`src/rtl/multicycle_control_fsm.sv`:
```
// Multicycle core control FSM: sequences fetch/decode/exec/mem/wb for an RV32I subset.
// Define MULTI_CTRL_PERF_EN to add the cycle_cnt / instret_cnt performance counters.
module multicycle_control_fsm #(
    parameter int PC_W    = 8,
    parameter int MEM_TMO = 15
) (
    input  logic            clk,
    input  logic            rst_n,
    input  logic [31:0]     instruction,
    input  logic [PC_W-1:0] program_counter,
    input  logic            alu_zero,
    input  logic            mem_ready,
    output logic            pc_en,
    output logic            bias_en,
    output logic [PC_W-1:0] bias,
    output logic            rf_we,
    output logic            alu_src_imm,
    output logic [3:0]      alu_op,
    output logic [31:0]     imm,
    output logic            mem_req,
    output logic            mem_we,
    output logic [1:0]      wb_sel,
    output logic            halted,
    output logic            trap
`ifdef MULTI_CTRL_PERF_EN
    ,
    output logic [31:0]     cycle_cnt,
    output logic [31:0]     instret_cnt
`endif
);

    localparam logic [6:0] OP_R   = 7'b0110011;
    localparam logic [6:0] OP_I   = 7'b0010011;
    localparam logic [6:0] OP_LW  = 7'b0000011;
    localparam logic [6:0] OP_SW  = 7'b0100011;
    localparam logic [6:0] OP_BR  = 7'b1100011;
    localparam logic [6:0] OP_JAL = 7'b1101111;
    localparam logic [6:0] OP_SYS = 7'b1110011;

    typedef enum logic [2:0] {
        S_FETCH, S_DECODE, S_EXEC, S_MEM, S_WB, S_HALT, S_TRAP
    } state_e;

    state_e          r_state;
    state_e          w_next;
    logic [31:0]     r_ir;
    logic [PC_W-1:0] r_pc_ir;
    logic [3:0]      r_tmo;

    logic [2:0]      w_f3;
    logic            w_is_r, w_is_i, w_is_lw, w_is_sw;
    logic            w_is_br, w_is_jal, w_is_ecall;
    logic            w_legal, w_taken, w_tmo_hit;
    logic [31:0]     w_imm;
    logic [PC_W-1:0] w_bias;

    assign w_f3       = r_ir[14:12];
    assign w_is_r     = (r_ir[6:0] == OP_R);
    assign w_is_i     = (r_ir[6:0] == OP_I);
    assign w_is_lw    = (r_ir[6:0] == OP_LW);
    assign w_is_sw    = (r_ir[6:0] == OP_SW);
    assign w_is_br    = (r_ir[6:0] == OP_BR);
    assign w_is_jal   = (r_ir[6:0] == OP_JAL);
    assign w_is_ecall = (r_ir[6:0] == OP_SYS);
    assign w_legal    = w_is_r | w_is_i | w_is_lw | w_is_sw | w_is_jal
                      | (w_is_br & (w_f3[2:1] == 2'b00));
    assign w_taken    = w_f3[0] ? !alu_zero : alu_zero;
    assign w_tmo_hit  = (r_tmo == 4'(MEM_TMO - 1));

    always_comb begin
        w_imm = '0;
        unique case (1'b1)
            w_is_i, w_is_lw: w_imm = {{20{r_ir[31]}}, r_ir[31:20]};
            w_is_sw:  w_imm = {{20{r_ir[31]}}, r_ir[31:25], r_ir[11:7]};
            w_is_br:  w_imm = {{19{r_ir[31]}}, r_ir[31], r_ir[7],
                               r_ir[30:25], r_ir[11:8], 1'b0};
            w_is_jal: w_imm = {{11{r_ir[31]}}, r_ir[31], r_ir[19:12],
                               r_ir[20], r_ir[30:21], 1'b0};
            default:  w_imm = '0;
        endcase
    end

    // Targets are word indices, so the byte offset drops its low two bits.
    assign w_bias = r_pc_ir + w_imm[PC_W+1:2];

    always_ff @(posedge clk or negedge rst_n) begin
        if (!rst_n) begin
            r_state <= S_FETCH;
            r_ir    <= '0;
            r_pc_ir <= '0;
            r_tmo   <= '0;
        end else begin
            r_state <= w_next;
            if (r_state == S_FETCH) begin
                r_ir    <= instruction;
                r_pc_ir <= program_counter;
            end
            if (r_state == S_MEM) r_tmo <= r_tmo + 4'd1;
            else                  r_tmo <= '0;
        end
    end

    always_comb begin
        w_next = r_state;
        unique case (r_state)
            S_FETCH:  w_next = S_DECODE;
            S_DECODE: begin
                if (w_is_ecall)    w_next = S_HALT;
                else if (!w_legal) w_next = S_TRAP;
                else               w_next = S_EXEC;
            end
            S_EXEC: begin
                if (w_is_br)                w_next = S_FETCH;
                else if (w_is_lw | w_is_sw) w_next = S_MEM;
                else                        w_next = S_WB;
            end
            S_MEM: begin
                if (mem_ready)      w_next = w_is_lw ? S_WB : S_FETCH;
                else if (w_tmo_hit) w_next = S_TRAP;
            end
            S_WB:    w_next = S_FETCH;
            S_HALT:  w_next = S_HALT;
            S_TRAP:  w_next = S_TRAP;
            default: w_next = S_FETCH;
        endcase
    end

    always_comb begin
        pc_en       = 1'b0;
        bias_en     = 1'b0;
        rf_we       = 1'b0;
        mem_req     = 1'b0;
        mem_we      = 1'b0;
        wb_sel      = 2'b00;
        halted      = 1'b0;
        trap        = 1'b0;
        bias        = w_bias;
        imm         = w_imm;
        alu_src_imm = w_is_i | w_is_lw | w_is_sw;
        alu_op      = 4'b0000;
        if (w_is_r | w_is_i) alu_op = {r_ir[30], w_f3};
        else if (w_is_br)    alu_op = 4'b1000;
        unique case (r_state)
            // Held low while reset is asserted so the PC cannot step.
            S_FETCH: pc_en = rst_n;
            S_EXEC:  bias_en = w_is_jal | (w_is_br & w_taken);
            S_MEM: begin
                mem_req = 1'b1;
                mem_we  = w_is_sw;
            end
            S_WB: begin
                rf_we = (r_ir[11:7] != 5'd0);
                if (w_is_lw)       wb_sel = 2'b01;
                else if (w_is_jal) wb_sel = 2'b10;
            end
            S_HALT:  halted = 1'b1;
            S_TRAP:  trap = 1'b1;
            default: ;
        endcase
    end

`ifdef MULTI_CTRL_PERF_EN
    logic [31:0] r_cycle_cnt;
    logic [31:0] r_instret_cnt;
    logic        w_retire;

    assign w_retire = (r_state == S_WB)
                    | (r_state == S_EXEC && w_is_br)
                    | (r_state == S_MEM && mem_ready && w_is_sw)
                    | (r_state == S_DECODE && w_is_ecall);

    always_ff @(posedge clk or negedge rst_n) begin
        if (!rst_n) begin
            r_cycle_cnt   <= '0;
            r_instret_cnt <= '0;
        end else begin
            if (r_state != S_HALT && r_state != S_TRAP)
                r_cycle_cnt <= r_cycle_cnt + 32'd1;
            if (w_retire)
                r_instret_cnt <= r_instret_cnt + 32'd1;
        end
    end

    assign cycle_cnt   = r_cycle_cnt;
    assign instret_cnt = r_instret_cnt;
`endif

endmodule

```
`config.mk`:
```
export PLATFORM = sky130hd
export DESIGN_NAME = multicycle_control_fsm
export DESIGN_NICKNAME = d
export VERILOG_FILES = /design/src/rtl/multicycle_control_fsm.sv
export SDC_FILE = /design/constraint.sdc
export NUM_CORES = 1
export LEC_CHECK = 0
export CELL_PAD_IN_SITES_DETAIL_PLACEMENT = 0
export CELL_PAD_IN_SITES_GLOBAL_PLACEMENT = 1
export CORE_UTILIZATION = 35
export CTS_BUF_LIST = sky130_fd_sc_hd__clkbuf_8
export CTS_CLUSTER_DIAMETER = 40
export DETAILED_ROUTE_END_ITERATION = 12
export HOLD_SLACK_MARGIN = 0.12
export PLACE_DENSITY = 0.84
export SLEW_MARGIN = 20
export SYNTH_ARGS = -nofsm -noshare
export SYNTH_HDL_FRONTEND = slang
export SYNTH_SLANG_ARGS = --single-unit
```
`constraint.sdc`:
```
create_clock -name clk -period 4.94 [get_ports clk]
set_clock_uncertainty 0.1 [all_clocks]
set_input_delay 1.482 -clock clk [delete_from_list [all_inputs] [get_ports clk]]
set_output_delay 1.482 -clock clk [all_outputs]
set_load 0.01 [all_outputs]
```
* Word-level counts from Yosys, hierarchy flattened
Cells that the tools add are included.
** Operators by class
- Add/subtract/negate cells :: 2
- Eq/ne operators :: 15
- Multiplexer cells :: 23
- Bitwise operators :: 11
- Reductions and logical operators :: 5
** Operators with widths (count)
- one-hot mux 32 bit (4 select lines) :: 1
- == test 7 bit, second input constant :: 3
- 2-to-1 mux 3 bit :: 7
- one-hot mux 3 bit (6 select lines) :: 1
- == test 7 x 6 -> 1 bit, second input constant :: 2
- 2-to-1 mux 4 bit :: 3
- == test 3 bit, second input constant :: 3
- bitwise OR 1 bit :: 9
- adder 8 bit :: 1
- 2-to-1 mux 1 bit :: 8
- == test 7 x 2 -> 1 bit, second input constant :: 1
- == test 7 x 5 -> 1 bit, second input constant :: 1
- == test 3 x 2 -> 1 bit, second input constant :: 2
- 2-to-1 mux 2 bit :: 3
- nonzero test 5 bit :: 1
- adder 4 x 1 -> 4 bit, second input constant :: 1
- == test 4 bit, second input constant :: 1
- == test 3 x 1 -> 1 bit, second input constant :: 1
- zero test 3 bit :: 1
- inequality test 3 bit, second input constant :: 1
- bitwise AND 1 bit :: 2
- zero test 2 bit :: 1
- OR reduction 2 bit :: 1
- zero test 1 bit :: 1
** Storage, ports and cells
- Register bits after elaboration :: 47
- Output and inout port bits :: 54
- Logic and storage cells :: 60

* Longest topological paths before layout
- Word-level depth :: 9
- Depth in mapped cells :: 12
- Mapped depth without buffers :: 12

* Least setup slack after synthesis
Ideal clock, no wire load.
- Path type :: flip-flop to output port
- Start point :: register r_ir[2]
- End point :: output port bias[7]
- Arrival :: 2.567 ns
- Path slack :: 0.791 ns
- Stages on the path, launching flop included :: 12
- Buffers on the path :: 0
- Cells stage by stage :: dfrtp_1 and4_1 and3_1 o21bai_1 a22oi_1 inv_1 ha_1 a21o_1 a21oi_1 o21ai_0 a31oi_1 xnor3_1
** On the way
- Cells in the longest elaborated chain, start to end :: 4
- Elaborated cells on any way between the ends :: 8
- Those cells by class :: 1 x add/sub; 5 x eq/ne; 1 x mux; 1 x reduce/logical
** Ends and longest elaborated chain
- from (decl) :: line 46 : logic [31:0] r_ir;
- from (signal assigned) :: line 95 : r_ir <= instruction;
- == test 7 x 5 -> 1 bit / == test 7 x 2 -> 1 bit (equally long branches) :: line 59, 60
- OR reduction 2 bit :: line 72 : unique case (1'b1)
- one-hot mux 32 bit (4 select lines) (*) :: line 72
- named net imm[3] :: line 19 : output logic [31:0] imm,
- adder 8 bit (*) :: line 84 : assign w_bias = r_pc_ir + w_imm[PC_W+1:2];
- to (decl) :: line 15 : output logic [PC_W-1:0] bias,
The timed path passes the listed nets; every way through them passes the cells marked *.

* Final worst setup path
- Start point :: register r_ir[3]
- End point :: output port bias[4]
** On the way
- Cells in the longest elaborated chain, start to end :: 4
- Elaborated cells on any way between the ends :: 8
- Those cells by class :: 1 x add/sub; 5 x eq/ne; 1 x mux; 1 x reduce/logical
** Ends and longest elaborated chain (line)
- == test 7 x 5 -> 1 bit / == test 7 x 2 -> 1 bit (equally long branches) :: 59, 60
- OR reduction 2 bit :: 72
- one-hot mux 32 bit (4 select lines) (*) :: 72
- adder 8 bit (*) :: 84
Every way passes the cells marked *; elsewhere a longest branch is shown, timed or not.

==> out/metrics.yaml <==
status: "finished, final reports clean"
synth.area.top_cells: "dfrtp_1 43%, mux2_2 8.7%, mux2_1 7.4%"
n_antenna_cell: 0
max_freq_ghz: 0.209
drv_cap: 0
die_height_um: 90.2
p_per_area_mw_per_mm2: 513
grt_start_max_net_pins: 48
cts-htree-levels: 2
post-route-cell-area_sq_mm: 0.00391
die-area_sq_mm: 0.00814
crit_required_ns: 3.36
yosysTopAreaCell: "dfrtp_1"
grt_overflow: 0
max-slew-margin-rel_pct: 61.1
reg2reg_depth: 3
track_usage_pct: 16.8
syn_area_per_cell_sq_um: 10.7
worstHoldStart: "r_tmo[0]"
final_common_cell: "clkdlybuf4s50_1"
ant_nets: 0
grt_pass1_vias: 2189
ys.flop_type: "dfrtp_1"
grt_use_met3_pct: 4.31
wl_per_cell_um: 14.8
root_buffer: "clkbuf_8"
clockBufferDepth: 2
setup_violations: 0
rsz0062_at_grt: "yes"
cts_tree: "yes"
numClockSinks: 47
hold_viol: 0
worst_path_dominant_cell_family: "simple AND/OR/NAND/NOR gates"
busiest_layer: "met2"
routed_wl_um: 6610
grt.met2_usage_pct: 25.5
viasPerCell: 4.95
path_common_cell: "nor2_1"
path_max_fanout: 5
period_share_pct: 97.0
cp.arrival_ns: 3.21
synth_cells: 255
drt_iter0_markers: 190
r2r_end: "r_ir[29]"
async_reset_ff_share_pct: 100
num-nets-final: 401
gp_congestion: 0.834
min_path_type: "reg2reg"
final_cell_mix: "93 x clkdlybuf4s50_1, 47 x dfrtp_1, 21 x mux2_2"
drc: 0
dpl-instance-area_sq_mm: 0.00376
leakage_nw: 1.69
ys_seq_elements: 47
cts_buffers: 5
drv_slew: 0
synth_warnings: 0
antenna_found_initial: 0
reg2reg_from: "r_state[2]"
vias: 2213
hold_end: "r_tmo[0]"
drt_first_pass_iters: 4
syn_nets: 309
ys_types: 47
grt_pass1_wl_um: 10900
finish.utilization_pct: 53.0
crit_type: "reg2out"
synth-edff-count: 0
netlist_area_sq_mm: 0.00272
crit_slowest_cell: "clkdlybuf4s50_1"
initial_core_util_pct: 36.9
worstMarginPinSlew_ns: 0.584
clk_pin_slew_ns: 0.08
dp_hpwl_um: 5040
path_cells: "and4bb_4 > nand2b_4 > o21bai_4 > a22o_1 > ha_1 > inv_1 > fa_1 > nor2b_1 > o21ai_2 > nand2_1 > nor2_1 > nor2_1 > clkdlybuf4s50_1"
core-area_sq_mm: 0.00737
cts.hold.buffers_added: 0
drive_gt1_share_pct: 15.2
r2r_setup_slack_ns: 3.00
finalCriticalPeriod_ns: 4.79
port-buffer-count: 97
yosysSeqAreaShare_pct: 43.2
worstSetupStartpointType: "flip-flop"
holdPathStages: 1
area_growth_pct: 43.5
max_stage_delay_ns: 0.55
io_pins: 98
clk_latency_ns: 0.31
critical_path_buf_inv_count: 2
die_w_um: 90.2
row_count: 31
met1_usage_pct: 23.6
synth_top_area_share_pct: 43.2
irDropWorstVdd_uv: 248
end_kind: "output pin"
[power by group]
group	internal [mW]	total, mW	switching (mW)
Clock	0.114	0.248	0.134
Sequential	0.570	0.728	0.158
Combinational	0.574	1.03	0.456
Total	1.26	2.01	0.747
[per-layer routing]
metal  share of wire [%]  vias to the layer above
li1                    -                     1074
met1                  47                     1052
met2                  46                       78
met3                 5.5                        9
met4                 1.6                        0
met5                   0                        -
[worst reg2reg max path: stages, from the launching register on]
cell	delay (ns)
dfrtp_1	0.52
nor3_4	0.30
buf_4	0.50
mux2_2	0.42
[cell usage after synthesis, drive strengths merged (2+ instances only)]
cell and number:
xor2 2, nor3 9, nand3 3, nand2 11, a22o 3, o211ai 2, buf 16, xnor2 4
and2 10, a211oi 3, ha 9, mux2 39, nand2b 5, nand3b 2, clkbuf 6, and3 6
o21ai 10, nor2b 6, inv 10, nor2 14, dfrtp 47, a21oi 11, a21o 9
[sequential cells by signal (all words and copies together), names as in the netlist]
register,cells
r_state,3
r_tmo,4
r_pc_ir,8
r_ir,32
[cells by family (layout without fill, tap and decap cells)]
| logic type | count (synthesis) | count (layout) | share of synthesized area (%) |
|---|---|---|---|
| AO/OA/AOI/OAI | 45 | 45 | 11.2 |
| AND/OR/NAND/NOR | 75 | 75 | 15.7 |
| adder cells (fa/ha/maj) | 10 | 10 | 4.87 |
| buffers and inverters | 32 | 125 | 6.16 |
| multiplexers | 39 | 39 | 16.1 |
| XOR/XNOR | 7 | 7 | 2.76 |
| flip-flops | 47 | 47 | 43.2 |
[through the flow]
stage                     setup WS (ns)  hold WS [ns]  TNS [ns]  instances  power, mW
after global placement            0.223         0.369         0        438       1.74
final                             0.146         0.393         0        447       2.01
after global routing            -0.0463         0.415   -0.0665        447       2.15
after floorplan                   0.791         0.355         0        255       1.35
after CTS                       0.00554         0.391         0        447       2.01
after detailed placement         0.0544         0.379         0        438       1.76
[repair_timing]
action                                  in CTS  in global routing
endpoints found under the setup margin       4                  4
gates resized for setup                      4                  9
setup buffers                                1                  0
hold endpoints to repair                     0                  0
pin swaps                                    3                  3
[final cells by class]
| cell class | count | area, sq um |
|---|---|---|
| Clock buffer | 6 | 82.6 |
| Tap cell | 99 | 124 |
| Inverter | 10 | 37.5 |
| Timing Repair Buffer | 107 | 1040 |
| Sequential cell | 47 | 1180 |
| Fill cell | 655 | 3460 |
| Multi-Input combinational cell | 176 | 1430 |
| Clock inverter | 2 | 16.3 |
[worst max path at each step]
stage,from,endpoint,slack (ns),depth (start not counted)
3_3_place_gp,alu_zero,bias_en,0.22,5
3_5_place_dp,r_ir[2],bias[7],0.05,12
4_1_cts,r_ir[2],bias[7],0.006,12
6_report,r_ir[3],bias[4],0.15,13
5_1_grt,r_ir[0],bias[4],-0.05,13
2_1_floorplan,r_ir[2],bias[7],0.79,11
(Power assumes the default switching activity.)
